## config.mk

```make
export PLATFORM = sky130hd
export DESIGN_NAME = fpu_wb_csr
export DESIGN_NICKNAME = d
export VERILOG_FILES = /design/src/rtl/fpu_wb_csr.sv
export SDC_FILE = /design/constraint.sdc
export NUM_CORES = 1
export LEC_CHECK = 0
export BUFFER_PORTS_ARGS = -buffer_cell sky130_fd_sc_hd__clkbuf_2
export CORE_MARGIN = 2
export CORE_UTILIZATION = 45
export CTS_CLUSTER_SIZE = 28
export DETAILED_ROUTE_END_ITERATION = 10
export HOLD_SLACK_MARGIN = 0.15
export PLACE_DENSITY = 0.86
export SYNTH_ARGS = -nofsm -noshare
export SYNTH_HDL_FRONTEND = slang
export SYNTH_SLANG_ARGS = --single-unit
```

## constraint.sdc

```tcl
create_clock -name clk -period 6.35 [get_ports clk]
set_input_delay 1.27 -clock clk [delete_from_list [all_inputs] [get_ports clk]]
set_output_delay 1.27 -clock clk [all_outputs]
set_load 0.1 [all_outputs]
```

## src/rtl/fpu_wb_csr.sv

```systemverilog
// Writeback router and FP CSR block wrapped around the fixed-latency half-precision FPU.
// Resolves dynamic rounding, tracks ops to retirement and owns fflags/frm/fcsr.
module fpu_wb_csr #(
  parameter int unsigned STD  = 15,
  parameter int unsigned LAT  = 2,
  parameter int unsigned RD_W = 5
) (
  input  logic            clk,
  input  logic            rst_l,
  // Issue side
  input  logic            issue_valid,
  input  logic [RD_W-1:0] issue_rd,
  input  logic            issue_is_fp,
  input  logic [2:0]      issue_rm,
  output logic [2:0]      frm_w,
  output logic            rm_illegal,
  // FPU results
  input  logic [STD:0]    fpu_result,
  input  logic [31:0]     fpu_result_rd,
  input  logic [4:0]      fpu_flags,
  // Register-file write ports
  output logic            fp_wb_valid,
  output logic [RD_W-1:0] fp_wb_addr,
  output logic [STD:0]    fp_wb_data,
  output logic            int_wb_valid,
  output logic [RD_W-1:0] int_wb_addr,
  output logic [31:0]     int_wb_data,
  // CSR access
  input  logic            csr_valid,
  input  logic [1:0]      csr_op,
  input  logic [11:0]     csr_addr,
  input  logic [31:0]     csr_wdata,
  output logic            csr_ready,
  output logic [31:0]     csr_rdata,
  output logic            csr_illegal,
  output logic [4:0]      fflags,
  output logic [2:0]      frm,
  output logic            busy
);

  localparam logic [11:0] AddrFflags = 12'h001;
  localparam logic [11:0] AddrFrm    = 12'h002;
  localparam logic [11:0] AddrFcsr   = 12'h003;

  localparam logic [1:0] OpRead  = 2'b00;
  localparam logic [1:0] OpWrite = 2'b01;
  localparam logic [1:0] OpSet   = 2'b10;
  localparam logic [1:0] OpClear = 2'b11;

  logic [LAT-1:0]  pipe_valid_q;
  logic [LAT-1:0]  pipe_fp_q;
  logic [RD_W-1:0] pipe_rd_q [LAT];

  logic            ret_valid;
  logic            ret_fp;
  logic [RD_W-1:0] ret_rd;

  logic            fp_wb_valid_q, int_wb_valid_q;
  logic [RD_W-1:0] fp_wb_addr_q, int_wb_addr_q;
  logic [STD:0]    fp_wb_data_q;
  logic [31:0]     int_wb_data_q;

  logic [4:0] fflags_q, fflags_d;
  logic [2:0] frm_q, frm_d;

  logic [2:0] rm_res;
  logic       rm_bad;

  logic       addr_fflags, addr_frm, addr_fcsr, addr_legal;
  logic       csr_fire;
  logic [7:0] csr_old, csr_new;
  logic       unused_wdata;

  // Rounding-mode resolution: 3'b111 selects the architectural frm.
  assign rm_res     = (issue_rm == 3'b111) ? frm_q : issue_rm;
  assign rm_bad     = rm_res[2] & (rm_res[1] | rm_res[0]);
  assign frm_w      = rm_res;
  assign rm_illegal = issue_valid & rm_bad;

  // Tracking pipe; the last stage lines up with the FPU output register.
  always_ff @(posedge clk or negedge rst_l) begin
    if (!rst_l) begin
      pipe_valid_q <= '0;
      pipe_fp_q    <= '0;
      for (int i = 0; i < LAT; i++) begin
        pipe_rd_q[i] <= '0;
      end
    end else begin
      pipe_valid_q[0] <= issue_valid & ~rm_bad;
      pipe_fp_q[0]    <= issue_is_fp;
      pipe_rd_q[0]    <= issue_rd;
      for (int i = 1; i < LAT; i++) begin
        pipe_valid_q[i] <= pipe_valid_q[i-1];
        pipe_fp_q[i]    <= pipe_fp_q[i-1];
        pipe_rd_q[i]    <= pipe_rd_q[i-1];
      end
    end
  end

  assign ret_valid = pipe_valid_q[LAT-1];
  assign ret_fp    = pipe_fp_q[LAT-1];
  assign ret_rd    = pipe_rd_q[LAT-1];
  assign busy      = |pipe_valid_q;

  // Writeback registers; addr/data only move when their port retires an op.
  always_ff @(posedge clk or negedge rst_l) begin
    if (!rst_l) begin
      fp_wb_valid_q  <= 1'b0;
      fp_wb_addr_q   <= '0;
      fp_wb_data_q   <= '0;
      int_wb_valid_q <= 1'b0;
      int_wb_addr_q  <= '0;
      int_wb_data_q  <= '0;
    end else begin
      fp_wb_valid_q  <= ret_valid & ret_fp;
      int_wb_valid_q <= ret_valid & ~ret_fp & (ret_rd != '0);
      if (ret_valid & ret_fp) begin
        fp_wb_addr_q <= ret_rd;
        fp_wb_data_q <= fpu_result;
      end
      if (ret_valid & ~ret_fp) begin
        int_wb_addr_q <= ret_rd;
        int_wb_data_q <= fpu_result_rd;
      end
    end
  end

  assign fp_wb_valid  = fp_wb_valid_q;
  assign fp_wb_addr   = fp_wb_addr_q;
  assign fp_wb_data   = fp_wb_data_q;
  assign int_wb_valid = int_wb_valid_q;
  assign int_wb_addr  = int_wb_addr_q;
  assign int_wb_data  = int_wb_data_q;

  // CSR decode. Flag-touching addresses wait until nothing is in flight so a
  // retiring op can never race an fflags update.
  assign addr_fflags = (csr_addr == AddrFflags);
  assign addr_frm    = (csr_addr == AddrFrm);
  assign addr_fcsr   = (csr_addr == AddrFcsr);
  assign addr_legal  = addr_fflags | addr_frm | addr_fcsr;
  assign csr_ready   = ~(busy & (addr_fflags | addr_fcsr));
  assign csr_fire    = csr_valid & csr_ready & addr_legal;
  assign csr_illegal = csr_valid & ~addr_legal;

  always_comb begin
    csr_old = '0;
    if (addr_fflags) begin
      csr_old = {3'b000, fflags_q};
    end else if (addr_frm) begin
      csr_old = {5'b00000, frm_q};
    end else if (addr_fcsr) begin
      csr_old = {frm_q, fflags_q};
    end
  end

  // Only the low byte can land in any field, so the update works on 8 bits.
  always_comb begin
    csr_new = csr_old;
    unique case (csr_op)
      OpRead:  csr_new = csr_old;
      OpWrite: csr_new = csr_wdata[7:0];
      OpSet:   csr_new = csr_old | csr_wdata[7:0];
      OpClear: csr_new = csr_old & ~csr_wdata[7:0];
      default: csr_new = csr_old;
    endcase
  end

  assign unused_wdata = ^csr_wdata[31:8];
  assign csr_rdata    = {24'b0, csr_old};

  always_comb begin
    fflags_d = fflags_q;
    frm_d    = frm_q;
    if (ret_valid) begin
      fflags_d = fflags_q | fpu_flags;
    end
    if (csr_fire) begin
      if (addr_fflags) begin
        fflags_d = csr_new[4:0];
      end
      if (addr_frm) begin
        frm_d = csr_new[2:0];
      end
      if (addr_fcsr) begin
        frm_d    = csr_new[7:5];
        fflags_d = csr_new[4:0];
      end
    end
  end

  always_ff @(posedge clk or negedge rst_l) begin
    if (!rst_l) begin
      fflags_q <= '0;
      frm_q    <= '0;
    end else begin
      fflags_q <= fflags_d;
      frm_q    <= frm_d;
    end
  end

  assign fflags = fflags_q;
  assign frm    = frm_q;

endmodule

```

==> impl_metrics.py <==
metrics = {
    "timing": {
        "worst_slew_pin_slew_ps": 1038,
        "hold_viol_final": 0,
        "rsz0062_at_grt": "false",
        "finalSetupViolCount": 0,
        "period_share_pct": 72.61,
        "timing.final.crit_period_ps": 4611,
        "max_slew_margin_pct": 30.64,
        "worst_slack_ps": 1739,
        "finClkSkew_ps": 6.019,
        "maxSlewViolCount": 0,
        "fmax_mhz": 216.9,
    },
    "route": {
        "dr.pass1.iters": 5,
        "num_vias": 2687,
        "ant_nets": 0,
        "drt_iter0_markers": 38,
        "routedWlPerCell_um": 14.14,
        "drc": 0,
        "avgViaCountPerCell": 4.903,
        "wl_mm": 7.750,
    },
    "final_layout": {
        "final_common_cell": "clkbuf_2",
        "seq_area_um2": 2052,
        "drive_gt1_share_pct": 56.95,
        "fin_nets": 553,
        "diodes": 0,
        "fill_cells": 633,
        "areaGrowthSynthToFinish_pct": 30.31,
        "layout_common_cells": "clkbuf_2 (169), dfrtp_1 (82), mux2_2 (60)",
        "multiInputGateArea_um2": 1323,
    },
    "synth": {
        "syn_avg_cell_area_um2": 13.04,
        "syn_inst": 271,
        "yosys_warnings": 0,
        "yosysSeqAreaShare_pct": 58.07,
        "syn_area_um2": 3533,
        "synth_cell_type_count": 30,
        "ys_ff_latch": 82,
    },
    "clocking": {
        "cts_setup_buffers": 0,
        "ctsHoldBuffers": 0,
        "clk_path_buf_depth": 2,
        "cts_tree": "built",
        "cts_num_sinks": 82,
        "clock_latency_ps": 340,
        "cts_buffers": 9,
        "cts_resized": 0,
        "htreeDepth": 3,
        "cts.clk_slew.worst_paths_ps": 80,
        "clockRootBuffer": "clkbuf_8",
    },
    "placement": {
        "post-place-ws_ps": 1746,
        "gp_congestion": 0.7762,
        "post-dp-hpwl_mm": 5.958,
        "port_buffers": 170,
    },
    "setup_path": {
        "crit_path_end_kind": "primary output",
        "cp_data_arrival_time_ps": 3340,
        "start_kind": "primary input",
        "worst_r2r_path_depth": 2,
        "path_max_fanout": 9,
        "rrSetupSlack_ps": 4400,
        "critPathKind": "primary input to primary output",
        "critPathRequiredTime_ps": 5080,
    },
    "min_path": {
        "min_path_type": "register to register",
        "holdPathStages": 0,
    },
    "global_routing": {
        "grt_pass1_wl_mm": 12.47,
        "grt_busiest_layer": "met2",
        "grt_max_degree": 83,
        "grtUsageMet1_pct": 20.80,
        "met3_usage_pct": 4.963,
        "grt_pass1_vias": 2676,
        "antenna_found_initial": 0,
        "use_met2_pct": 33.88,
        "grt-ovfl-total": 0,
        "grt.total_usage_pct": 18.47,
    },
    "power_and_ir_drop": {
        "p_leak_nw": 2.272,
        "combPwrFrac_pct": 44.8,
        "total_power_w": 0.001859,
        "power.density_nw_per_um2": 403.8,
        "p_int_w": 0.0009338,
        "p_sw_w": 0.0009255,
        "vdd_drop_max_mv": 0.1630,
        "pwr-share-clk_pct": 20.9,
        "p_sw_share_pct": 49.78,
        "pwr-share-seq_pct": 34.3,
    },
    "floorplanning": {
        "die_area_um2": 8577,
        "io_pins": 219,
        "die_x_um": 92.61,
        "die_h_um": 92.61,
        "core_um2": 7647,
        "start_util_pct": 46.20,
        "num_rows": 32,
    },
    "run": {
        "cap_viol_max_count": 0,
    },
    "outcome": {
        "status": "complete, no violations",
    },
}
sequential cells by signal, indices dropped and copies added (netlist names):
signal,flops
pipe_rd_q,5
int_wb_valid,1
frm,3
pipe_fp_q,2
fp_wb_data,16
fp_wb_valid,1
int_wb_addr,5
pipe_valid_q,2
int_wb_data,32
fflags,5
ret_rd,5
fp_wb_addr,5
through the flow:
step	util (%)	instance area [µm²]	hold slack, ps	std cells	TNS (ps)
global route	60.21	4604	368.3	548	0
detailed placement	57.44	4393	337.8	532	0
finish	60.21	4604	356.7	548	0
global placement	57.44	4393	332.0	532	0
floorplan	-	3620	331.2	294	-833.7
CTS	60.21	4604	356.9	548	0
final timing paths:
| check | from | endpoint |
|---|---|---|
| max | csr_addr[3] | csr_rdata[6] |
| min | pipe_rd_q[9]$_DFF_PN0_ | ret_rd[4]$_DFF_PN0_ |
| max reg2reg | pipe_valid_q[1]$_DFF_PN0_ | int_wb_data[5]$_DFFE_PN0P_ |
| min reg2reg | pipe_rd_q[9]$_DFF_PN0_ | ret_rd[4]$_DFF_PN0_ |
| max in group asynchronous | rst_l | int_wb_data[10]$_DFFE_PN0P_ |
| min in group asynchronous | rst_l | fp_wb_addr[0]$_DFFE_PN0P_ |
cell type report:
class,count,share of cell area [%]
flip-flops and latches,82,44.57
multi-input cells,169,28.72
repair buffers,171,18.70
clock buffers,11,3.288
well taps,102,2.772
clock inverters,5,1.304
inverters,8,0.6522
critical path, cell delays in order:
cell and delay, ps:
clkbuf_2 80, or4_1 650, or4_1 700, nor2_1 160, clkbuf_2 470
per-layer routing:
metal	part of all wire, %	routed length [µm]
met5	0	0
met2	53	4075
met1	38	2964
met3	7.1	553
met4	2.0	156
cells by family after synthesis:
family,Yosys count,synth area share (%)
compound gates,40,7.790
xor+xnor,6,1.487
buf+inv,43,7.153
flops,82,58.07
mux,60,19.12
other cells,1,0.1061
simple gates,39,6.267
power groups by stage:
| stage | Clock, W | Combinational, W | Sequential [W] |
|---|---|---|---|
| floorplan | 0 | 0.000186 | 0.00117 |
| global placement | 0 | 0.000828 | 0.000641 |
| detailed placement | 0 | 0.000837 | 0.000649 |
| CTS | 0.000401 | 0.000837 | 0.000639 |
| global route | 0.000429 | 0.000857 | 0.000647 |
| finish | 0.000388 | 0.000833 | 0.000638 |
synthesized netlist by cell type:
library cell | count | area [µm²]
o31a_1 | 1 | 8.760
and2_1 | 8 | 50.05
xnor2_1 | 6 | 52.55
a41oi_1 | 2 | 17.52
nor3_1 | 1 | 5.000
conb_1 | 1 | 3.750
nor2_1 | 4 | 15.01
mux2_2 | 60 | 675.7
o2111ai_1 | 3 | 26.28
a21oi_1 | 11 | 55.05
a2111oi_1 | 3 | 30.03
nand2_1 | 12 | 45.04
buf_1 | 3 | 11.26
buf_4 | 24 | 180.2
or2_2 | 4 | 25.02
nor2b_1 | 2 | 12.51
or4_1 | 3 | 22.52
o211ai_1 | 3 | 22.52
o21ai_0 | 3 | 15.01
clkbuf_1 | 7 | 26.28
dfrtp_1 | 82 | 2052
a21o_1 | 2 | 15.01
buf_2 | 1 | 5.000
nand3b_1 | 3 | 22.52
nor4_2 | 1 | 12.51
a211o_1 | 3 | 26.28
a31oi_1 | 7 | 43.79
or4_4 | 1 | 11.26
o21a_1 | 2 | 15.01
inv_1 | 8 | 30.03
No activity file was read; power rests on OpenSTA's default activity.
